[config.mk]
export PLATFORM = sky130hd
export DESIGN_NAME = interp_sample_feeder
export DESIGN_NICKNAME = d
export VERILOG_FILES = /design/src/rtl/interp_sample_feeder_pkg.sv /design/src/rtl/interp_sample_feeder_line_fifo.sv /design/src/rtl/interp_sample_feeder.sv
export SDC_FILE = /design/constraint.sdc
export NUM_CORES = 1
export LEC_CHECK = 0
export ABC_AREA = 1
export ABC_CLOCK_PERIOD_IN_PS = 9500
export BUFFER_PORTS_ARGS = -buffer_cell sky130_fd_sc_hd__buf_2
export CORE_MARGIN = 4
export CORE_UTILIZATION = 30
export CTS_CLUSTER_SIZE = 16
export DETAILED_ROUTE_END_ITERATION = 16
export HOLD_SLACK_MARGIN = 0.12
export SLEW_MARGIN = 20
export SYNTH_ARGS = -nofsm -noshare
export SYNTH_HDL_FRONTEND = slang
export SYNTH_SLANG_ARGS = --single-unit
[constraint.sdc]
create_clock -name CLK -period 9.5 [get_ports CLK]
set_input_delay 1.425 -clock CLK [delete_from_list [all_inputs] [get_ports CLK]]
set_output_delay 1.425 -clock CLK [all_outputs]
set_load 0.005 [all_outputs]
[src/rtl/interp_sample_feeder_pkg.sv]
// Shared types and constants for the interpolation reference-sample feeder.
// Holds the line geometry, window size, FSM encoding and a clamp helper.
package interp_sample_feeder_pkg;

    localparam int SAMPLE_W = 8;
    localparam int WIN      = 9;
    localparam int LINE_W   = SAMPLE_W * WIN;
    localparam int PRE_TAPS = 2;

    typedef enum logic [1:0] {
        S_IDLE  = 2'd0,
        S_FETCH = 2'd1,
        S_DRAIN = 2'd2,
        S_DONE  = 2'd3
    } state_t;

    typedef struct packed {
        logic              last;
        logic [LINE_W-1:0] data;
    } line_t;

    function automatic logic signed [9:0] clamp10(
        input logic signed [9:0] v,
        input logic signed [9:0] lo,
        input logic signed [9:0] hi
    );
        if (v < lo)
            return lo;
        if (v > hi)
            return hi;
        return v;
    endfunction

endpackage

[src/rtl/interp_sample_feeder_line_fifo.sv]
// Two-entry line FIFO carrying one sample line plus its last-line tag.
// Push and pop may coincide; the producer guarantees it never overflows.
module line_fifo_2
    import interp_sample_feeder_pkg::*;
(
    input  logic       clk,
    input  logic       rst,
    input  logic       push,
    input  logic       pop,
    input  line_t      din,
    output line_t      dout,
    output logic [1:0] count
);

    line_t      mem_q [2];
    logic       wr_q;
    logic       rd_q;
    logic [1:0] cnt_q;

    always_ff @(posedge clk or posedge rst) begin
        if (rst) begin
            mem_q[0] <= '0;
            mem_q[1] <= '0;
            wr_q     <= 1'b0;
            rd_q     <= 1'b0;
            cnt_q    <= 2'd0;
        end else begin
            if (push) begin
                mem_q[wr_q] <= din;
                wr_q        <= ~wr_q;
            end
            if (pop)
                rd_q <= ~rd_q;
            cnt_q <= cnt_q + 2'(push) - 2'(pop);
        end
    end

    assign dout  = mem_q[rd_q];
    assign count = cnt_q;

endmodule

[src/rtl/interp_sample_feeder.sv]
// Fetches the 9x9 integer reference window of a 4x4 block, one clamped
// row per read, and streams the rows out through a two-line buffer.
module interp_sample_feeder
    import interp_sample_feeder_pkg::*;
#(
    parameter int FRAME_WIDTH  = 64,
    parameter int FRAME_HEIGHT = 64,
    parameter int ADDR_W       = 12,
    parameter int FIFO_DEPTH   = 2
) (
    input  logic              CLK,
    input  logic              RST_ASYNC,
    input  logic              START,
    input  logic [6:0]        BLK_X,
    input  logic [6:0]        BLK_Y,
    input  logic [7:0]        INT_MV_X,
    input  logic [7:0]        INT_MV_Y,
    output logic              MEM_RD_EN,
    output logic [ADDR_W-1:0] MEM_ADDR,
    input  logic [LINE_W-1:0] MEM_RD_DATA,
    output logic              LINE_VALID,
    input  logic              LINE_READY,
    output logic [LINE_W-1:0] INTEGER_SAMPLES,
    output logic              LINE_LAST,
    output logic              BUSY,
    output logic              DONE
);

    state_t            state;
    state_t            state_nx;
    logic signed [9:0] bx_s, by_s, mx_s, my_s;
    logic signed [9:0] ox_raw, oy_raw;
    logic signed [9:0] ox_q, oy_q, yr;
    logic [3:0]        row_q;
    logic              inflight_q;
    logic              inflight_last_q;
    logic [1:0]        fifo_cnt;
    logic [2:0]        occ;
    logic              pop;
    logic              issue_ok;
    logic              last_row;
    logic              rd_en;
    line_t             head;
    line_t             push_line;

    assign bx_s   = {3'b000, BLK_X};
    assign by_s   = {3'b000, BLK_Y};
    assign mx_s   = {{2{INT_MV_X[7]}}, INT_MV_X};
    assign my_s   = {{2{INT_MV_Y[7]}}, INT_MV_Y};
    assign ox_raw = bx_s + mx_s - 10'(PRE_TAPS);
    assign oy_raw = by_s + my_s - 10'(PRE_TAPS);

    assign yr = clamp10(oy_q + 10'(row_q), 10'sd0,
                        10'(FRAME_HEIGHT - 1));

    assign LINE_VALID = (fifo_cnt != 2'd0);
    assign pop        = LINE_VALID & LINE_READY;
    assign last_row   = (row_q == 4'(WIN - 1));

    // Lines already buffered or on their way must leave room after pop.
    assign occ      = {1'b0, fifo_cnt} + {2'b00, inflight_q};
    assign issue_ok = occ < (3'(FIFO_DEPTH) + {2'b00, pop});

    always_ff @(posedge CLK or posedge RST_ASYNC) begin
        if (RST_ASYNC)
            state <= S_IDLE;
        else
            state <= state_nx;
    end

    always_comb begin
        state_nx = state;
        unique case (state)
            S_IDLE:  if (START) state_nx = S_FETCH;
            S_FETCH: if (issue_ok && last_row) state_nx = S_DRAIN;
            S_DRAIN: if (pop && head.last && fifo_cnt == 2'd1 &&
                         !inflight_q)
                         state_nx = S_DONE;
            S_DONE:  state_nx = S_IDLE;
            default: state_nx = S_IDLE;
        endcase
    end

    always_comb begin
        rd_en    = (state == S_FETCH) && issue_ok;
        MEM_RD_EN = rd_en;
        MEM_ADDR  = '0;
        if (rd_en)
            MEM_ADDR = ADDR_W'(yr) * ADDR_W'(FRAME_WIDTH) +
                       ADDR_W'(ox_q);
        BUSY = (state != S_IDLE);
        DONE = (state == S_DONE);
    end

    always_ff @(posedge CLK or posedge RST_ASYNC) begin
        if (RST_ASYNC) begin
            ox_q            <= '0;
            oy_q            <= '0;
            row_q           <= '0;
            inflight_q      <= 1'b0;
            inflight_last_q <= 1'b0;
        end else begin
            if (state == S_IDLE && START) begin
                ox_q  <= clamp10(ox_raw, 10'sd0,
                                 10'(FRAME_WIDTH - WIN));
                oy_q  <= oy_raw;
                row_q <= '0;
            end else if (rd_en) begin
                row_q <= row_q + 4'd1;
            end
            inflight_q      <= rd_en;
            inflight_last_q <= rd_en & last_row;
        end
    end

    assign push_line.last = inflight_last_q;
    assign push_line.data = MEM_RD_DATA;

    line_fifo_2 u_fifo (
        .clk   (CLK),
        .rst   (RST_ASYNC),
        .push  (inflight_q),
        .pop   (pop),
        .din   (push_line),
        .dout  (head),
        .count (fifo_cnt)
    );

    assign INTEGER_SAMPLES = LINE_VALID ? head.data : '0;
    assign LINE_LAST       = LINE_VALID & head.last;

endmodule

==> flow_summary.toml <==
[clocking]
cts-htree-levels = 4
number_of_buffers_added_by_the_clock_tree_synthesis_step = 17
insertion_delay_ns = 0.43
numClockSinks = 177
clockBufferDepth = 2
post_cts_resized = 0
cts_tree = "done"
cts_setup_buffers = 0
clock-root-buffer = "clkbuf_16"
cts.reportedPaths.clkPinSlew_ns = 0.08
cts_hold_buffers = 0

[sta]
final.setup.worst_slack_ns = 4.56
rsz0062_at_grt = "false"
slew_headroom_pct = 35.8
timing.clock.skew_ns = 0.0154
final_clock_period_utilization_by_the_worst_path_pct = 52.0
timing.final.hold_violations = 0
max_freq_mhz = 202
setup_viol = 0
timing_worst_slew_pin_value_ns = 0.963
hold-worst-slack_ns = 0.482
layout_min_cycle_time_ns = 4.94
fin_tns_setup_ns = 0
maxSlewViolCount = 0

[global_routing]
via_count_of_the_first_global_routing_pass = 7822
antenna_found_initial = 2
grt_start_max_net_pins = 83
grt_first_pass_wirelength_um = 39800
global_route.usage.total_pct = 14.3
grt_overflow_total = 0

[worst_setup_path]
crit_path_max_incr_delay_ns = 0.42
setup.worst_path.class = "reg2out"
cp.depth = 20
worst_endpoint_required_time_ns = 8.08
critPathSlowestCell = "fa_1"
path_delay_family = "adder cells"
timing.critical_path.buf_inv = 5
start_kind = "register"
cp.arrival_ns = 3.52
timing.critical_path.to_type = "output port"
crit_path_cells = "ha_1 > inv_1 > fa_1 > inv_1 > nand3_2 > nand3_1 > nand2_2 > nor2_4 > nand2_1 > o21ai_0 > inv_1 > ha_1 > fa_1 > nand2_1 > inv_1 > o211ai_2 > nand2_1 > nand2_1 > nor2_1 > buf_2"
cp_max_fo = 5
worst_r2r_path_depth = 8

[floorplanning]
die_height_um = 185
io_pins = 195
horizontal_extent_of_the_die_um = 185
floorplan_die_area_um2 = 34100
initial_core_util_pct = 30.5
rows = 64
total_core_area_um2 = 30700

[placement]
placement.cell_area_um2 = 10700
dp_hpwl_um = 15800
port_buffers = 194
preCtsSetupSlack_ns = 5.03
routabilityCongestion = 0.804
placed_insts = 1743

[yosys]
synth-seq-area-share_pct = 47.4
synth_area_leader_cell = "dfrtp_1"
number_of_synthesized_flops_with_an_enable_pin = 0
synth_cell_types = 41
synth.net_count = 1360
synth.ff_latch_count = 177
mean_syn_cell_area_um2 = 7.77
synth_top_cell_area_share_pct = 47.4
number_of_synthesis_warnings = 0
postSynthCellCount = 1204
post_synthesis_instance_area_um2 = 9350
synth_flop_cell = "dfrtp_1"
async_reset_ff_share_pct = 100
yosys-top-cells-area = "dfrtp_1 (47%), nand2_1 (15%), o21ai_0 (8.6%)"

[finish]
multiInputGateArea_um2 = 4020
leading_cell_type_in_the_layout_fill_and_taps_excluded = "nand2_1"
stdcell_area_um2 = 11300
utilization_pct = 37.0
fillers = 3243
final_cell_mix = "nand2_1 (372), buf_2 (194), inv_1 (179), dfrtp_1 (176), o21ai_0 (161)"
register_area_um2 = 4430
final_nets = 1522
drive_above_1_share_pct = 19.4
final_cells = 1777
synthToLayoutAreaGrowth_pct = 21.2

[route]
detail_route.vias_per_cell = 4.50
ant_nets = 0
dr.first_iter.drc_count = 625
dr_total_vias = 7990
routedWlPerCell_um = 13.6
detail_route.wirelength_um = 24100
drcViolationCount = 0
drt_pass1_iterations = 5

[power]
power.leakage_nw = 6.19
totalPowerFinal_mw = 3.68
vdd.ir_drop.worst_v = 0.000134
power_density_nw_per_um2 = 324

[job]
max-cap-violations = 0

[hold_path]
hold_path_depth = 2
worst_hold_path_type = "reg2reg"

[status]
status = "complete, no violations"
-- power by group --
group,total (mW),leakage [nW],internal [mW],switching [mW]
sequential,1.31,2.15,1.12,0.194
clock,0.768,0.315,0.416,0.352
combinational,1.59,3.72,0.621,0.974
-- routing by layer --
metal	track usage [%]	share of wire, %	up-vias	routed length, µm
li1	-	-	4083	-
met1	20.1	48	3690	11500
met2	22.8	45	198	11000
met3	2.90	5.3	19	1270
met4	3.37	1.4	0	328
met5	0	0	-	0
-- cell families (layout without fill, tap and decap cells) --
| family | after synthesis | in the layout | synth area share [%] |
|---|---|---|---|
| AOI/OAI and AO/OA | 259 | 259 | 14.2 |
| muxes | 1 | 1 | 0.107 |
| xor gates and xnor gates | 13 | 13 | 1.22 |
| DFF | 177 | 177 | 47.4 |
| and+or+nand+nor | 460 | 460 | 20.3 |
| adders and majority gates | 50 | 50 | 7.01 |
| other | 0 | 2 | 0 |
| buffers and inverters | 244 | 419 | 9.83 |
-- worst register-to-register path: stages, from the launching register on --
cell and delay (ns):
dfrtp_1 0.42, inv_1 0.12, ha_1 0.17, nand2_1 0.38, inv_1 0.63, nand2_1 0.15, inv_1 0.17, nand4_1 0.12
o21ai_0 0.09
-- area by class of cell --
cell class / count / area share [%]
clock inverters: 14 / 1.93
flip-flops and latches: 177 / 39.1
clock buffers: 18 / 3.88
repair buffers: 201 / 9.03
multi-input cells: 783 / 35.4
diodes: 2 / 0.0442
inverters: 186 / 6.23
well taps: 396 / 4.37
-- sequential cells by signal (all words and copies together) (netlist names) --
register         flops
u_fifo.count         2
state                2
u_fifo.wr_q          1
u_fifo.mem_q       146
row_q                4
ox_q                 9
u_fifo.rd_q          1
inflight_last_q      1
oy_q                10
inflight_q           1
-- synthesized netlist by cell type, types with 2 or more instances --
cell and n:
nand2_1 373, nand3_1 20, dfrtp_1 177, nor3_1 2, ha_1 46, nor2_4 2, a21oi_1 84, nand2_2 8
xor2_1 8, clkbuf_1 54, o21ai_1 4, o21ai_2 2, xnor2_1 5, fa_1 4, nand3_2 3, buf_2 2
inv_2 5, buf_1 2, inv_1 180, nand4_1 5, nand3b_1 4, o21ai_0 161, o22ai_1 3, nor2_1 33
-- final timing paths --
| check | start | end | slack [ns] |
|---|---|---|---|
| min in group asynchronous | RST_ASYNC | ox_q[8]$_DFFE_PP0P_ | 0.98 |
| max reg2reg | state[0]$_DFFE_PP0P_ | ox_q[3]$_DFFE_PP0P_ | 7.19 |
| max in group asynchronous | RST_ASYNC | u_fifo.mem_q[16]$_DFFE_PP0P_ | 6.43 |
| min reg2reg | u_fifo.mem_q[86]$_DFFE_PP0P_ | u_fifo.mem_q[86]$_DFFE_PP0P_ | 0.48 |
| min | u_fifo.mem_q[86]$_DFFE_PP0P_ | u_fifo.mem_q[86]$_DFFE_PP0P_ | 0.48 |
| max | row_q[0]$_DFFE_PP0P_ | MEM_ADDR[10] | 4.56 |
No activity file was read; power rests on OpenSTA's default activity.
